`src/rtl/tail_light_seq_pkg.sv`:
```
// ---------------------------------------------------------------------------
// tail_light_seq_pkg
// Shared definitions for the tail-light sequencer:
//   - tl_state_e   : 4-bit state codes shown on the seven-segment display
//   - DEF_TICK_DIV : default prescaler ratio (clk cycles per sequence step)
//   - live_decode  : request inputs -> state code
//   - table_decode : raw playback table entry -> state code
// ---------------------------------------------------------------------------
package tail_light_seq_pkg;

    typedef enum logic [3:0] {
        ST_IDLE = 4'd0,
        ST_R    = 4'd1,
        ST_L    = 4'd3,
        ST_B    = 4'd4,
        ST_BR   = 4'd5,
        ST_BL   = 4'd7,
        ST_HAZ  = 4'd8
    } tl_state_e;

    localparam int DEF_TICK_DIV = 2_500_000;

    // Left and right together is treated as a hazard request.
    function automatic tl_state_e live_decode(input logic left,
                                              input logic right,
                                              input logic brake,
                                              input logic hazard);
        tl_state_e s;
        if (hazard || (left && right)) begin
            s = ST_HAZ;
        end else begin
            case ({brake, left, right})
                3'b001:  s = ST_R;
                3'b010:  s = ST_L;
                3'b100:  s = ST_B;
                3'b101:  s = ST_BR;
                3'b110:  s = ST_BL;
                default: s = ST_IDLE;
            endcase
        end
        return s;
    endfunction

    // Codes 2 and 6 are unused encodings and fold onto idle / brake;
    // anything with bit 3 set is treated as hazard.
    function automatic tl_state_e table_decode(input logic [3:0] code);
        tl_state_e s;
        if (code[3]) begin
            s = ST_HAZ;
        end else begin
            case (code[2:0])
                3'd1:    s = ST_R;
                3'd3:    s = ST_L;
                3'd4:    s = ST_B;
                3'd6:    s = ST_B;
                3'd5:    s = ST_BR;
                3'd7:    s = ST_BL;
                default: s = ST_IDLE;
            endcase
        end
        return s;
    endfunction

endpackage

```
`src/rtl/tl_tick_gen.sv`:
```
// ---------------------------------------------------------------------------
// tl_tick_gen
// Prescaler producing one step pulse every TICK_DIV clk cycles.
// Ports:
//   clk    in  system clock
//   rst    in  synchronous active-high reset
//   step_o out one-cycle pulse, high in the cycle the counter has wrapped to 0
// ---------------------------------------------------------------------------
module tl_tick_gen
    import tail_light_seq_pkg::*;
#(
    parameter int TICK_DIV = DEF_TICK_DIV
) (
    input  logic clk,
    input  logic rst,
    output logic step_o
);

    localparam int CW = (TICK_DIV > 1) ? $clog2(TICK_DIV) : 1;

    logic [CW-1:0] cnt_q;
    logic          step_q;

    // step_q is registered alongside the wrap so it is high exactly while the
    // counter sits at 0 after a wrap, and low straight out of reset.
    always_ff @(posedge clk) begin
        if (rst) begin
            cnt_q  <= '0;
            step_q <= 1'b0;
        end else if (cnt_q == CW'(TICK_DIV - 1)) begin
            cnt_q  <= '0;
            step_q <= 1'b1;
        end else begin
            cnt_q  <= cnt_q + CW'(1);
            step_q <= 1'b0;
        end
    end

    assign step_o = step_q;

endmodule

```
`src/rtl/tail_light_seq.sv`:
```
// ---------------------------------------------------------------------------
// tail_light_seq
// Parametrised tail-light sequencer: LAMPS lamps per side, on-chip step
// prescaler, and a playback mode that steps through a programmable table.
// Ports:
//   clk, rst          clock, synchronous active-high reset
//   left/right/brake/hazard  live requests (already synchronised)
//   pb_en             1 = state taken from playback table
//   pb_wr/pb_addr/pb_data    table write port (either mode)
//   lamps_l, lamps_r  lamp drives, bit 0 innermost
//   state_code        active state code for the seven-segment display
//   step              one-cycle pulse per sequence step
// ---------------------------------------------------------------------------
module tail_light_seq
    import tail_light_seq_pkg::*;
#(
    parameter int LAMPS    = 3,
    parameter int TICK_DIV = DEF_TICK_DIV,
    parameter int PB_DEPTH = 8
) (
    input  logic                        clk,
    input  logic                        rst,
    input  logic                        left,
    input  logic                        right,
    input  logic                        brake,
    input  logic                        hazard,
    input  logic                        pb_en,
    input  logic                        pb_wr,
    input  logic [$clog2(PB_DEPTH)-1:0] pb_addr,
    input  logic [3:0]                  pb_data,
    output logic [LAMPS-1:0]            lamps_l,
    output logic [LAMPS-1:0]            lamps_r,
    output logic [3:0]                  state_code,
    output logic                        step
);

    localparam int AW = $clog2(PB_DEPTH);
    localparam int PW = $clog2(LAMPS + 1);

    logic             step_w;
    logic [3:0]       pb_table_q [PB_DEPTH];
    logic [AW-1:0]    pb_ptr_q;
    tl_state_e        state_code_q;
    tl_state_e        state_d;
    logic [PW-1:0]    phase_q;
    logic [PW-1:0]    phase_d;
    logic [LAMPS-1:0] sweep;
    logic [LAMPS-1:0] lamps_l_q;
    logic [LAMPS-1:0] lamps_r_q;
    logic [LAMPS-1:0] lamps_l_d;
    logic [LAMPS-1:0] lamps_r_d;

    tl_tick_gen #(
        .TICK_DIV (TICK_DIV)
    ) u_tick_gen (
        .clk    (clk),
        .rst    (rst),
        .step_o (step_w)
    );

    // Sweep mask: lowest phase_q bits set, growing outward from lamp 0.
    generate
        for (genvar gi = 0; gi < LAMPS; gi++) begin : g_sweep
            assign sweep[gi] = (phase_q > PW'(gi));
        end
    endgenerate

    always_comb begin
        state_d = pb_en ? table_decode(pb_table_q[pb_ptr_q])
                        : live_decode(left, right, brake, hazard);

        // A state change restarts the sweep and takes priority over a step.
        phase_d = phase_q;
        if (state_d != state_code_q) begin
            phase_d = '0;
        end else if (step_w) begin
            phase_d = (phase_q == PW'(LAMPS)) ? '0 : phase_q + PW'(1);
        end
    end

    always_comb begin
        lamps_l_d = '0;
        lamps_r_d = '0;
        case (state_code_q)
            ST_R:    lamps_r_d = sweep;
            ST_L:    lamps_l_d = sweep;
            ST_B: begin
                lamps_l_d = '1;
                lamps_r_d = '1;
            end
            ST_BR: begin
                lamps_l_d = '1;
                lamps_r_d = sweep;
            end
            ST_BL: begin
                lamps_l_d = sweep;
                lamps_r_d = '1;
            end
            ST_HAZ: begin
                // Blink at half the step rate: on for odd phases.
                if (phase_q[0]) begin
                    lamps_l_d = '1;
                    lamps_r_d = '1;
                end
            end
            default: ;
        endcase
    end

    always_ff @(posedge clk) begin
        if (rst) begin
            for (int i = 0; i < PB_DEPTH; i++) begin
                pb_table_q[i] <= '0;
            end
            pb_ptr_q     <= '0;
            state_code_q <= ST_IDLE;
            phase_q      <= '0;
            lamps_l_q    <= '0;
            lamps_r_q    <= '0;
        end else begin
            if (pb_wr) begin
                pb_table_q[pb_addr] <= pb_data;
            end
            // Holding the pointer at 0 while playback is off means every
            // re-enable starts from entry 0. PB_DEPTH is a power of two, so
            // the natural counter wrap is the table wrap.
            if (!pb_en) begin
                pb_ptr_q <= '0;
            end else if (step_w) begin
                pb_ptr_q <= pb_ptr_q + AW'(1);
            end
            state_code_q <= state_d;
            phase_q      <= phase_d;
            lamps_l_q    <= lamps_l_d;
            lamps_r_q    <= lamps_r_d;
        end
    end

    assign lamps_l    = lamps_l_q;
    assign lamps_r    = lamps_r_q;
    assign state_code = state_code_q;
    assign step       = step_w;

endmodule

```
`config.mk`:
```
export PLATFORM = sky130hd
export DESIGN_NAME = tail_light_seq
export DESIGN_NICKNAME = d
export VERILOG_FILES = /design/src/rtl/tail_light_seq_pkg.sv /design/src/rtl/tl_tick_gen.sv /design/src/rtl/tail_light_seq.sv
export SDC_FILE = /design/constraint.sdc
export NUM_CORES = 1
export LEC_CHECK = 0
export ABC_AREA = 1
export ABC_CLOCK_PERIOD_IN_PS = 4200
export BUFFER_PORTS_ARGS = -buffer_cell sky130_fd_sc_hd__buf_4
export CORE_MARGIN = 1.5
export CORE_UTILIZATION = 50
export CTS_BUF_LIST = sky130_fd_sc_hd__clkbuf_8
export CTS_CLUSTER_DIAMETER = 60
export CTS_CLUSTER_SIZE = 40
export DETAILED_ROUTE_END_ITERATION = 16
export PLACE_DENSITY_LB_ADDON = 0.12
export SLEW_MARGIN = 40
export SYNTH_ARGS = -nofsm -noshare
export SYNTH_HDL_FRONTEND = slang
export SYNTH_HIERARCHICAL = 1
export SYNTH_SLANG_ARGS = --single-unit
```
`constraint.sdc`:
```
create_clock -name clk -period 4.2 [get_ports clk]
set_input_delay 0.84 -clock clk [delete_from_list [all_inputs] [get_ports clk]]
set_output_delay 0.84 -clock clk [all_outputs]
set_load 0.1 [all_outputs]
```
### After elaboration in Yosys (flattened, before gate mapping)

Memory sizes are Yosys's and may differ from the RTL's. A register that Yosys moved wholly into a read port is not among the register bits.
Cells that the tools add are included.

| storage, ports and cells | value |
|---|---|
| register bits | 38 |
| memory bits (writable) | 32 |
| input bits | 15 |
| output and inout bits | 11 |
| logic and storage cells | 66 |
| memories | 1 |

| operators by class | value |
|---|---|
| add/sub/neg operators | 3 |
| $lt $le $gt $ge | 3 |
| equality and inequality tests | 20 |
| muxes and demuxes | 20 |
| bitwise gates (word level) | 1 |
| reductions and logical operators | 11 |

Memory list:

| memory | words | width | read ports | clocked after Yosys merged registers in | write ports | line | RTL |
|---|---|---|---|---|---|---|---|
| pb_table_q | 8 | 4 | 1 | 1 | 8 | tail_light_seq.sv:41 | `logic [3:0] pb_table_q [PB_DEPTH];` |

Operator list:

| cell | count |
|---|---|
| $pmux 3 s5 | 2 |
| $add 22x1->22 const B | 1 |
| $eq 22x22->1 const B | 1 |
| $eq 3x3->1 const B | 7 |
| $pmux 3 s3 | 2 |
| $mux 4 | 4 |
| $reduce_or 2->1 | 8 |
| $eq 4x3->1 const B | 3 |
| $mux 3 | 4 |
| $mux 1 | 7 |
| $eq 3x1->1 const B | 2 |
| $eq 3x2->1 const B | 2 |
| $eq 4x1->1 const B | 1 |
| $eq 4x2->1 const B | 1 |
| $eq 4x4->1 const B | 1 |
| $gt 2x1->1 const B | 2 |
| $ne 4x4->1 | 1 |
| $reduce_or 4->1 | 1 |
| $add 3x1->3 const B | 1 |
| $add 2x1->2 const B | 1 |
| $eq 2x2->1 const B | 1 |
| $gt 2x2->1 const B | 1 |
| $mux 2 | 1 |
| $logic_and 1x1->1 | 1 |
| other kinds (2) | 2 |

### Depth between registers and ports, before layout

| logic depth | value |
|---|---|
| depth in word-level cells | 7 |
| mapped depth | 16 |
| depth with buffers taken out | 14 |

### Hierarchy

Netlist, hierarchy kept.

By module, submodules not included:

| module | instances | cells an instance | area an instance (µm²) | sequential area each (µm²) |
|---|---|---|---|---|
| tail_light_seq | 1 | 308 | 2492.4 | 1321.3 |
| tl_tick_gen | 1 | 174 | 1238.7 | 460.4 |

### Worst setup path before layout

No wires, ideal clock.

| timing | value |
|---|---|
| kind | input -> register |
| start point | input right |
| end point | register phase_q[1] |
| setup time | 0.064 ns |
| arrival time | 1.933 ns |
| required time | 4.136 ns |
| path slack | 2.203 ns |
| stages on the path | 9 |
| path buffers | 0 |
| path through | inv_1 ha_1 o311ai_0 nand2_1 nand2_1 nand2_1 nor2_1 nand2_1 nor2_1 |

| on the way | value |
|---|---|
| word-level cells in the longest chain between the ends | 6 |
| elaborated cells between the ends (all ways) | 12 |
| classes of those cells | eq/ne (6); mux (3); reduce/logical (3) |

Ends and longest elaborated chain:

| what | line | RTL |
|---|---|---|
| start: declaration | tail_light_seq.sv:24 | `input logic right,` |
| $eq 3x3->1, or another cell as far along | tail_light_seq_pkg.sv:32 | `case ({brake, left, right})` |
| $pmux 3 s5 or $logic_or 1x1->1 (tied branches) | tail_light_seq_pkg.sv:32, tail_light_seq_pkg.sv:29 |  |
| $mux 4 (*) | tail_light_seq_pkg.sv:29 | `if (hazard \|\| (left && right)) begin` |
| $mux 4 (*) | tail_light_seq.sv:69 | `state_d = pb_en ? table_decode(pb_table_q[pb_ptr_q])` |
| $ne 4x4->1 (*) | tail_light_seq.sv:74 | `if (state_d != state_code_q) begin` |
| $reduce_or 2->1 (no source line) (*) | - |  |
| end signal: assignment | tail_light_seq.sv:133 | `phase_q <= phase_d;` |
| end: declaration | tail_light_seq.sv:45 | `logic [PW-1:0] phase_q;` |

Every way passes the cells marked *; elsewhere a longest branch is shown, timed or not.
A chain may end at the register's enable or synchronous reset.

==> results.tsv <==
metric	value	unit
clk root buf	clkbuf_8	
GRT Util Overall	19.9	%
largest net degree at the start of global routing	19	
# rows	31	
Synth area leaders	edfxtp_1 26%, dfxtp_1 22%, nand2_1 12%, nor2_1 8.4%, inv_1 6.7%	
Post-Syn Instances	482	
Initial Util	51.4	%
YS warnings	6	
Synth Area per Inst	7.74	sq um
Most Frequent Cell on Critical Path	nand2_1	
transition time of the tightest slew-check pin	0.666	ns
Worst Setup Start Kind	primary input	
Seq cells post-synth	73	
status	complete, no violations	
Crit. End Element	flip-flop	
Logic pwr share	7.7	%
Die H	89.4	um
Reg power frac	50.7	%
Finish-stage setup viols	0	
clock tree buffer depth	2	
Clock Pin Slew Worst Setup and Hold Paths	0.07	ns
most area-hungry cell type in the Yosys netlist	edfxtp_1	
die extent in x	89.4	um
Final Util	58.0	%
GRT Residual Overflow	0	
Max IR drop VDD	0.000275	V
endpoints failing hold	0	
Fillers	680	
Total Wirelength	7160	um
TNS Setup	0	ns
DRT iter0 DRCs	103	
CP peak stage delay	0.39	ns
Syn-to-layout area delta	12.7	%
syn nets	506	
global-route wire length before repair	11900	um
routed via count	2924	
CTS tree	done	
Worst Path Arrival	2.21	ns
CP delay by family, top	simple AND/OR/NAND/NOR gates	
Core ar.	7250	sq um
Total Nets Final	534	
max cap viols	0	
Synth top area share	25.8	%
# resized after CTS	0	
PortBufs	25	
Achievable Freq	459	MHz
Die ar.	7990	sq um
slowest CP cell	inv_1	
share of cells above drive strength 1	14.6	%
Leakage	0.00185	uW
Pwr Total	1530	uW
Clk pwr share	41.6	%
P_sw	348	uW
DRC	0	
CTS Hold Bufs	0	
Worst slew margin	55.5	%
cell-internal power	1180	uW
Setup Fix Bufs, Post-CTS	0	
Switching Share	22.7	%
HP Class	flip-flop to flip-flop	
Period minus WS final	2.18	ns
Via density	4.76	
Final Skew	0.0129	ns
Critical Path Fanout Max	16	
WP buf/inv	2	
post-synthesis sequential area ratio	47.8	%
DRT Pass-1 Iters	4	
Antenna Nets Post-Route	0	
DR WL/cell	11.7	um
fin crit share	51.9	%
mapped cell area	3730	sq um
Hold Slack	0.459	ns
Pins Over Slew Limit	0	
vias in the first global route	2751	
Clock Sinks	73	
crit path cell chain	buf_4 > inv_1 > nand2_1 > nor2_1 > nand2_1 > nand2_1	
Worst Path Required	4.24	ns
gpl congestion	0.829	
I/O Pins	26	
initial antenna violation count	0	
# diodes	0	
PwrDens	364	nW/um^2
final std cells w/o fill	614	
unique cell type count in the Yosys netlist	29	
clk_lat worst skew	0.35	ns
Inst Count DP	598	
Num CTS Buffers	9	
kind of critical path	primary input to flip-flop	
RSZ-0062 raised after global routing	no	
HPWL reported at the end of detailed placement	5350	um
H-tree levels	3	
==> power by group through the flow <==
stage                     sequential [uW]  combinational (uW)  clock, uW
final                                 776                 119        637
after global routing                  778                 133        681
after floorplan                       813                63.3          0
after CTS                             776                 120        652
after global placement                792                 117          0
after detailed placement              792                 120          0
==> final cells by class <==
| type | instances | area [sq um] | share of cell area [%] |
|---|---|---|---|
| Multi-Input combinational cell | 330 | 1600 | 38.1 |
| Tap cell | 99 | 124 | 2.95 |
| Sequential cell | 73 | 1780 | 42.4 |
| Timing Repair Buffer | 25 | 188 | 4.46 |
| Inverter | 71 | 272 | 6.46 |
| Clock inverter | 4 | 73.8 | 1.76 |
| Clock buffer | 12 | 165 | 3.93 |
==> registers in the layout, indices dropped and copies added (netlist names), named ones only <==
name and flops:
lamps_l 3, pb_table_q 32, u_tick_gen/cnt_q 22, state_code 4, u_tick_gen/step_o 1, pb_ptr_q 3, phase_q 2, lamps_r 3
==> path summary, 6_finish.rpt <==
check | start | endpoint | slack [ns] | depth (start not counted)
worst min-delay path | u_tick_gen/cnt_q[0] | u_tick_gen/cnt_q[0] | 0.46 | 1
worst max register to register | flip-flop | phase_q[1] | 2.26 | 12
worst min register to register | u_tick_gen/cnt_q[0] | u_tick_gen/cnt_q[0] | 0.46 | 1
worst max-delay path | rst | pb_table_q[7][3] | 2.02 | 6
==> Yosys cell counts <==
library cell	n
o311ai_0	1
nand2_4	1
nor2_1	83
nor2_2	15
inv_2	3
buf_8	1
ha_1	9
or2_0	1
nor3_1	4
edfxtp_1	32
nand2_2	7
nand2_1	118
nor3_4	1
inv_1	67
nand3_1	42
xor2_1	4
buf_6	2
nand4_1	5
xnor2_1	6
nor2_4	2
inv_6	1
buf_12	1
clkbuf_1	3
o21ai_0	13
dfxtp_1	41
nand3_2	3
nand3_4	1
a21oi_1	14
buf_4	1
==> metrics by stage <==
| step | setup WS [ns] | area (sq um) |
|---|---|---|
| floorplan | 2.20 | 3730 |
| global placement | 1.70 | 3970 |
| detailed placement | 1.68 | 3970 |
| CTS | 2.04 | 4210 |
| global route | 1.79 | 4210 |
| finish | 2.02 | 4210 |
==> logic make-up after synthesis <==
family          after synthesis  synth area share (%)
simple gates                283                  33.7
buf+inv                      79                  9.32
flops                        73                  47.8
compound gates               28                  3.86
xor+xnor                     10                  2.35
fa+ha+maj                     9                  3.02
==> metal layers <==
metal	wire, um	global-route usage [%]
met1	3270	23.1
met2	3470	34.8
met3	191	3.60
met4	231	10.9
met5	0	0
==> layout by cell type (no fill, tap or decap) <==
cell type and count:
nand2_1 118, nand3_2 3, inv_2 3, inv_6 1, buf_4 25, o21ai_0 13
nand2_2 7, clkinv_4 1, o311ai_0 1, nand2_4 1, dfxtp_1 41, or2_0 1
a21oi_1 14, nand4_1 5, clkbuf_8 12, xnor2_1 6, edfxtp_1 32, nor2_2 15
ha_1 9, nand3_4 1, clkinv_2 1, nor3_4 1, nor3_1 4, bufinv_16 2
xor2_1 4, nor2_4 2, nor2_1 83, nand3_1 42, inv_1 67
No activity file was read; power rests on OpenSTA's default activity.
